### config.mk
export PLATFORM = sky130hd
export DESIGN_NAME = sha256d_hash_core
export DESIGN_NICKNAME = d
export VERILOG_FILES = /design/src/rtl/sha256_pkg.sv /design/src/rtl/sha256_round.sv /design/src/rtl/sha256d_hash_core.sv
export SDC_FILE = /design/constraint.sdc
export NUM_CORES = 2
export LEC_CHECK = 0
export ABC_AREA = 0
export ABC_CLOCK_PERIOD_IN_PS = 36700
export BUFFER_PORTS_ARGS = -buffer_cell sky130_fd_sc_hd__buf_2
export CAP_MARGIN = 20
export CORE_AREA = 2 2 390 392
export DETAILED_ROUTE_END_ITERATION = 10
export DIE_AREA = 0 0 392 394
export PLACE_DENSITY_LB_ADDON = 0.12
export SLEW_MARGIN = 30
export SYNTH_ARGS = -nofsm -noshare
export SYNTH_HDL_FRONTEND = slang
export SYNTH_HIERARCHICAL = 1
export SYNTH_SLANG_ARGS = --single-unit
export TNS_END_PERCENT = 10
### constraint.sdc
create_clock -name clk -period 36.7 [get_ports clk]
set_clock_uncertainty 0.05 [all_clocks]
set_input_delay 7.34 -clock clk [delete_from_list [all_inputs] [get_ports clk]]
set_output_delay 7.34 -clock clk [all_outputs]
set_load 0.02 [all_outputs]
### src/rtl/sha256_pkg.sv
// Shared SHA-256 types, constants and round functions for the double-SHA mining core.
package sha256_pkg;

  typedef logic [31:0] word_t;
  typedef logic [0:7][31:0] state_t;  // index 0 = a / H0

  typedef enum logic [1:0] {
    PH_BLK0  = 2'd0,
    PH_BLK1  = 2'd1,
    PH_PASS2 = 2'd2,
    PH_IDLE  = 2'd3
  } phase_e;

  localparam state_t IV = {
    32'h6a09e667, 32'hbb67ae85, 32'h3c6ef372, 32'ha54ff53a,
    32'h510e527f, 32'h9b05688c, 32'h1f83d9ab, 32'h5be0cd19
  };

  // Padding of the 256-bit first-pass digest into a single 512-bit block.
  localparam word_t PAD_W8  = 32'h80000000;
  localparam word_t PAD_W15 = 32'h00000100;

  localparam word_t K [0:63] = '{
    32'h428a2f98, 32'h71374491, 32'hb5c0fbcf, 32'he9b5dba5, 32'h3956c25b, 32'h59f111f1, 32'h923f82a4, 32'hab1c5ed5,
    32'hd807aa98, 32'h12835b01, 32'h243185be, 32'h550c7dc3, 32'h72be5d74, 32'h80deb1fe, 32'h9bdc06a7, 32'hc19bf174,
    32'he49b69c1, 32'hefbe4786, 32'h0fc19dc6, 32'h240ca1cc, 32'h2de92c6f, 32'h4a7484aa, 32'h5cb0a9dc, 32'h76f988da,
    32'h983e5152, 32'ha831c66d, 32'hb00327c8, 32'hbf597fc7, 32'hc6e00bf3, 32'hd5a79147, 32'h06ca6351, 32'h14292967,
    32'h27b70a85, 32'h2e1b2138, 32'h4d2c6dfc, 32'h53380d13, 32'h650a7354, 32'h766a0abb, 32'h81c2c92e, 32'h92722c85,
    32'ha2bfe8a1, 32'ha81a664b, 32'hc24b8b70, 32'hc76c51a3, 32'hd192e819, 32'hd6990624, 32'hf40e3585, 32'h106aa070,
    32'h19a4c116, 32'h1e376c08, 32'h2748774c, 32'h34b0bcb5, 32'h391c0cb3, 32'h4ed8aa4a, 32'h5b9cca4f, 32'h682e6ff3,
    32'h748f82ee, 32'h78a5636f, 32'h84c87814, 32'h8cc70208, 32'h90befffa, 32'ha4506ceb, 32'hbef9a3f7, 32'hc67178f2
  };

  function automatic word_t big_sigma0(input word_t x);
    return {x[1:0], x[31:2]} ^ {x[12:0], x[31:13]} ^ {x[21:0], x[31:22]};
  endfunction

  function automatic word_t big_sigma1(input word_t x);
    return {x[5:0], x[31:6]} ^ {x[10:0], x[31:11]} ^ {x[24:0], x[31:25]};
  endfunction

  function automatic word_t small_sigma0(input word_t x);
    return {x[6:0], x[31:7]} ^ {x[17:0], x[31:18]} ^ {3'b000, x[31:3]};
  endfunction

  function automatic word_t small_sigma1(input word_t x);
    return {x[16:0], x[31:17]} ^ {x[18:0], x[31:19]} ^ {10'b0000000000, x[31:10]};
  endfunction

  function automatic word_t ch(input word_t e, input word_t f, input word_t g);
    return (e & f) ^ (~e & g);
  endfunction

  function automatic word_t maj(input word_t a, input word_t b, input word_t c);
    return (a & b) ^ (a & c) ^ (b & c);
  endfunction

  function automatic state_t state_add(input state_t x, input state_t y);
    state_t r;
    for (int i = 0; i < 8; i++) begin
      r[i] = x[i] + y[i];
    end
    return r;
  endfunction

  // Message word idx (0..15) of the padded second-pass block.
  function automatic word_t pad_word(input state_t dig, input logic [3:0] idx);
    word_t r;
    case (idx)
      4'd8:    r = PAD_W8;
      4'd15:   r = PAD_W15;
      default: begin
        if (idx < 4'd8) begin
          r = dig[idx[2:0]];
        end else begin
          r = 32'h00000000;
        end
      end
    endcase
    return r;
  endfunction

endpackage

### src/rtl/sha256_round.sv
// Combinational single SHA-256 compression round.
module sha256_round
  import sha256_pkg::*;
(
  input  state_t state_i,
  input  word_t  w_i,
  input  word_t  k_i,
  output state_t state_o
);

  word_t t1_s;
  word_t t2_s;

  // One round: new a/e from T1/T2, remaining words shift down.
  always_comb begin
    t1_s = state_i[7] + big_sigma1(state_i[4]) + ch(state_i[4], state_i[5], state_i[6]) + k_i + w_i;
    t2_s = big_sigma0(state_i[0]) + maj(state_i[0], state_i[1], state_i[2]);
    state_o    = state_i;
    state_o[0] = t1_s + t2_s;
    state_o[1] = state_i[0];
    state_o[2] = state_i[1];
    state_o[3] = state_i[2];
    state_o[4] = state_i[3] + t1_s;
    state_o[5] = state_i[4];
    state_o[6] = state_i[5];
    state_o[7] = state_i[6];
  end

endmodule

### src/rtl/sha256d_hash_core.sv
// Iterative double-SHA-256 core: one round per clock over three externally sequenced phases.
module sha256d_hash_core
  import sha256_pkg::*;
(
  input  logic        clk,
  input  logic        rst_n,
  input  logic [1:0]  block,
  input  logic [6:0]  select,
  input  logic [31:0] msg_in,
  output logic [31:0] h1,
  output logic [31:0] h2,
  output logic [31:0] h3,
  output logic [31:0] h4,
  output logic [31:0] h5,
  output logic [31:0] h6,
  output logic [31:0] h7,
  output logic [31:0] h8
);

  state_t            work_q, work_d;
  state_t            mid_q, mid_d;
  state_t            dig1_q, dig1_d;
  state_t            hout_q, hout_d;
  logic [0:15][31:0] win_q, win_d;  // win_q[15] = W[t-1], win_q[0] = W[t-16]

  phase_e     phase_s;
  logic [5:0] t_s;
  logic       active_s;
  logic       final_s;
  state_t     cv_s;
  state_t     rin_s;
  state_t     rout_s;
  state_t     fin_s;
  word_t      w_s;
  word_t      k_s;

  // Phase decode, chaining value and round operand selection.
  always_comb begin
    phase_s  = phase_e'(block);
    t_s      = select[5:0];
    active_s = (phase_s != PH_IDLE) && (select < 7'd64);
    final_s  = active_s && (select == 7'd63);

    case (phase_s)
      PH_BLK1: cv_s = mid_q;
      default: cv_s = IV;
    endcase

    if (select == 7'd0) begin
      rin_s = cv_s;
    end else begin
      rin_s = work_q;
    end

    k_s = K[t_s];

    if (select < 7'd16) begin
      if (phase_s == PH_PASS2) begin
        w_s = pad_word(dig1_q, t_s[3:0]);
      end else begin
        w_s = msg_in;
      end
    end else begin
      w_s = small_sigma1(win_q[14]) + win_q[9] + small_sigma0(win_q[1]) + win_q[0];
    end
  end

  sha256_round u_round (
    .state_i (rin_s),
    .w_i     (w_s),
    .k_i     (k_s),
    .state_o (rout_s)
  );

  // Next state: advance one round; fold the CV back in on round 63.
  always_comb begin
    fin_s  = state_add(cv_s, rout_s);
    work_d = work_q;
    mid_d  = mid_q;
    dig1_d = dig1_q;
    hout_d = hout_q;
    win_d  = win_q;
    if (active_s) begin
      work_d = rout_s;
      win_d  = {win_q[1:15], w_s};
      if (final_s) begin
        case (phase_s)
          PH_BLK0:  mid_d  = fin_s;
          PH_BLK1:  dig1_d = fin_s;
          PH_PASS2: hout_d = fin_s;
          default:  hout_d = hout_q;
        endcase
      end else begin
        hout_d = hout_q;
      end
    end else begin
      work_d = work_q;
    end
  end

  // State registers with synchronous active-low reset.
  always_ff @(posedge clk) begin
    if (!rst_n) begin
      work_q <= '0;
      mid_q  <= '0;
      dig1_q <= '0;
      hout_q <= '0;
      win_q  <= '0;
    end else begin
      work_q <= work_d;
      mid_q  <= mid_d;
      dig1_q <= dig1_d;
      hout_q <= hout_d;
      win_q  <= win_d;
    end
  end

  assign h1 = hout_q[0];
  assign h2 = hout_q[1];
  assign h3 = hout_q[2];
  assign h4 = hout_q[3];
  assign h5 = hout_q[4];
  assign h6 = hout_q[5];
  assign h7 = hout_q[6];
  assign h8 = hout_q[7];

endmodule

==> results.txt <==
Number of antenna violations at the first check in global routing - 34
Data arrival time of the critical path - 20,270 ps
Minimum setup slack in the final design - 17,080 ps
First-iteration detailed-routing DRC count - 11,022
Crit path max fanout - 59
Cell area after synthesis - 89,600 um2
Syn_area_per_cell - 7.83 um2
Via density per instance - 6.32
Average wire per standard cell - 26.5 um
Class of the tightest hold or removal check - flop to flop
Number of global-route vias before repair - 75,477
Clock latency at the later pin of the worst-skew pair - 860 ps
Number of sinks driven by the clock tree - 1,536
Syn nets - 12,064
RD Place Congestion - 1.11
Number of nets still failing antenna checks after routing - 0
Slowest library cell on the worst path - sky130_fd_sc_hd__buf_4
Synth warnings - 6
Number of search-and-repair iterations in the first detailed-routing pass - 9
EDFF count, synth - 0
Global-route wire length before repair - 503 mm
X dimension of the die - 392 um
Final hold vios - 0
Quantity of hold-fixing buffers added after cts - 0
Largest family of logic cells by synthesized area - simple AND/OR/NAND/NOR gates
Max cap viols - 0
Number of gates given a new drive strength after cts - 0
Starting density of the core - 59.5%
Cell count after placement - 12,933
Root Driver - sky130_fd_sc_hd__clkbuf_16
Worst slack at placement - 16,630 ps
Share of the synthesized area in compound gates (AO/OA/AOI/OAI) - 18.7%
Setup tns final - 0 ps
Final Core Density - 63.8%
Overall via count from detail_route - 83,732
Flops & latches, synth - 1,536
Clock tree from TritonCTS - built
Max Slew Vio Count - 0
Post-CTS clock slew at the launch and capture registers of the worst setup and hold paths - 70 ps
Post-route clock period utilization - 53.5%
Pin count of the biggest net entering global routing - 235
Startpoint type of the worst setup path - input port
Slew of the pin with the lowest slew margin - 1190 ps
Overall global routing resource usage - 43.9%
Max Fclk - 0.0510 GHz
Placeable core region - 151,000 um2
Post-synthesis adder-cell area fraction - 10.1%
Number of endpoints failing setup at the final stage - 0
Kind of capture point of the worst setup path - flop
Instance count of the mapped netlist - 11,435
Area delta synth->final - 7.30%
Drc violations - 0
Setup repair after global routing missed its margin - no
Synth unique cells - 94
H-tree level count - 4
Outcome - completed
Post-CTS setup buffer count - 0
Startpoint-to-endpoint class of the critical path - input port to flop
CP max stage delay - 810 ps
Post-layout instance count excluding filler cells - 13,248
Die height - 394 um
Multiplexer share of the synthesized area - 5.66%
DPL Wire Length - 259 mm
Placement row count - 143
Flip-flop cell with the highest count after synthesis - sky130_fd_sc_hd__dfxtp_1
Number of placed I/O pins - 299
Aggregate routed wire length - 351 mm
Max-slew headroom - 20.4%
Fillers - 13,212
Layout cell share with drive strength beyond 1 - 9.86%
Count of input and output buffers - 298
Overflow after GRT - 0
CTS max path bufs - 3
Fraction of the yosys area taken by sequential cells - 34.3%
Critical Path RT - 37,350 ps
Simple-gate area share of the yosys netlist - 19.4%
Number of buffers added by the clock tree synthesis step - 161
Total die area - 154,000 um2
Total Nets Final - 11,700
Post-layout minimum cycle time - 19,620 ps
Xor/xnor cell area share of the yosys netlist - 5.63%
Synth async-reset ratio - 0%
[per-stage QoR]
stage | area, um2 | hold slack, ps
after floorplan | 89600 | 377
after global placement | 90300 | 384
after detailed placement | 90400 | 391
after CTS | 95900 | 377
after global routing | 96100 | 395
final | 96100 | 377
[final timing paths]
path / from / to / slack (ps) / cells past startpoint
max: select[1] / mid_q[255]$_SDFFE_PN0P_ / 17080 / 42
min: win_q[5]$_SDFFE_PN0P_ / win_q[37]$_SDFFE_PN0P_ / 380 / 2
max reg2reg: win_q[52]$_SDFFE_PN0P_ / mid_q[255]$_SDFFE_PN0P_ / 23590 / 47
min reg2reg: win_q[5]$_SDFFE_PN0P_ / win_q[37]$_SDFFE_PN0P_ / 380 / 2
[metal layers]
| metal | track usage (%) | share of wire, % | up-vias | wire length, um |
|---|---|---|---|---|
| li1 | - | - | 37713 | - |
| met1 | 58.6 | 39 | 40150 | 138000 |
| met2 | 61.2 | 41 | 4837 | 143000 |
| met3 | 13.5 | 12 | 1014 | 43700 |
| met4 | 27.5 | 7.5 | 18 | 26400 |
| met5 | 0 | 0.039 | - | 138 |
[cell usage after synthesis (189+ instances only)]
| cell type | number | share of area, % |
|---|---|---|
| sky130_fd_sc_hd__xnor2_1 | 411 | 4.0 |
| sky130_fd_sc_hd__dfxtp_1 | 1536 | 34 |
| sky130_fd_sc_hd__nand2b_1 | 189 | 1.3 |
| sky130_fd_sc_hd__ha_1 | 391 | 5.5 |
| sky130_fd_sc_hd__nor2_1 | 409 | 1.7 |
| sky130_fd_sc_hd__buf_4 | 192 | 1.6 |
| sky130_fd_sc_hd__fa_1 | 195 | 4.4 |
| sky130_fd_sc_hd__o21ai_0 | 356 | 2.0 |
| sky130_fd_sc_hd__mux2_2 | 285 | 3.6 |
| sky130_fd_sc_hd__nand2_1 | 2886 | 12 |
| sky130_fd_sc_hd__a21oi_1 | 1720 | 9.6 |
| sky130_fd_sc_hd__nand3_1 | 203 | 1.1 |
| sky130_fd_sc_hd__inv_1 | 374 | 1.6 |
| sky130_fd_sc_hd__clkbuf_1 | 694 | 2.9 |
[worst max-delay path: cells and delay by family]
kind / cells / cell delay, ps
buffers and inverters: 7 / 2660
adder cells (fa/ha/maj): 8 / 3730
XOR/XNOR: 3 / 650
multiplexers: 1 / 510
AO/OA/AOI/OAI: 13 / 2500
AND/OR/NAND/NOR: 10 / 2720
[cell families after synthesis]
logic type	count (synthesis)
multiplexers	386
buffers and inverters	1310
flip-flops	1536
AO/OA/AOI/OAI	2890
XOR/XNOR	576
AND/OR/NAND/NOR	4130
adder cells (fa/ha/maj)	607
[sequential cells by signal, indices dropped and copies added (netlist names)]
name,flops
dig1_q,256
h1,32
h2,32
h3,32
h4,32
h5,32
h6,32
h7,32
h8,32
mid_q,256
win_q,512
work_q,256
[area by class of cell]
class                           instances  area (um2)  area share, %
Antenna cell                           15        37.5         0.0391
Sequential cell                      1536       30700           32.0
Inverter                              380        1430           1.49
Clock inverter                         73         865          0.899
Timing Repair Buffer                  403        2550           2.66
Tap cell                             2030        2540           2.64
Clock buffer                          222        4570           4.75
Multi-Input combinational cell       8589       53400           55.5
[placed cells by master (no fill, tap or decap), types with 16 or more instances in the layout]
| cell type | netlist | layout |
|---|---|---|
| sky130_fd_sc_hd__o21ai_1 | 46 | 54 |
| sky130_fd_sc_hd__a31oi_1 | 53 | 53 |
| sky130_fd_sc_hd__fa_1 | 195 | 195 |
| sky130_fd_sc_hd__o21ai_0 | 356 | 348 |
| sky130_fd_sc_hd__mux4_2 | 68 | 68 |
| sky130_fd_sc_hd__mux2_2 | 285 | 285 |
| sky130_fd_sc_hd__xnor2_1 | 411 | 402 |
| sky130_fd_sc_hd__nor3_1 | 79 | 76 |
| sky130_fd_sc_hd__mux2i_1 | 33 | 33 |
| sky130_fd_sc_hd__and3_1 | 66 | 66 |
| sky130_fd_sc_hd__and2_1 | 131 | 131 |
| sky130_fd_sc_hd__nor2b_1 | 40 | 39 |
| sky130_fd_sc_hd__xor2_1 | 165 | 160 |
| sky130_fd_sc_hd__inv_1 | 374 | 373 |
| sky130_fd_sc_hd__nand2b_1 | 189 | 189 |
| sky130_fd_sc_hd__clkbuf_16 | 0 | 162 |
| sky130_fd_sc_hd__nand2_1 | 2886 | 2884 |
| sky130_fd_sc_hd__clkbuf_8 | 0 | 29 |
| sky130_fd_sc_hd__nand4_1 | 39 | 39 |
| sky130_fd_sc_hd__maj3_1 | 21 | 21 |
| sky130_fd_sc_hd__a211oi_1 | 126 | 126 |
| sky130_fd_sc_hd__o31ai_1 | 17 | 16 |
| sky130_fd_sc_hd__a221oi_1 | 19 | 19 |
| sky130_fd_sc_hd__buf_2 | 9 | 294 |
| sky130_fd_sc_hd__clkbuf_1 | 694 | 31 |
| sky130_fd_sc_hd__o21bai_1 | 65 | 65 |
| sky130_fd_sc_hd__a21o_1 | 159 | 158 |
| sky130_fd_sc_hd__nor2_1 | 409 | 409 |
| sky130_fd_sc_hd__o21a_1 | 59 | 59 |
| sky130_fd_sc_hd__buf_4 | 192 | 81 |
| sky130_fd_sc_hd__a21oi_1 | 1720 | 1719 |
| sky130_fd_sc_hd__or3_1 | 20 | 18 |
| sky130_fd_sc_hd__clkinv_2 | 0 | 34 |
| sky130_fd_sc_hd__o211ai_1 | 45 | 45 |
| sky130_fd_sc_hd__nand3_1 | 203 | 203 |
| sky130_fd_sc_hd__a311oi_1 | 17 | 17 |
| sky130_fd_sc_hd__dfxtp_1 | 1536 | 1536 |
| sky130_fd_sc_hd__ha_1 | 391 | 391 |
| sky130_fd_sc_hd__o221ai_1 | 18 | 18 |
Power is not shown: default switching activity piles up to over one toggle a cycle in this logic, so the estimate is an artifact.
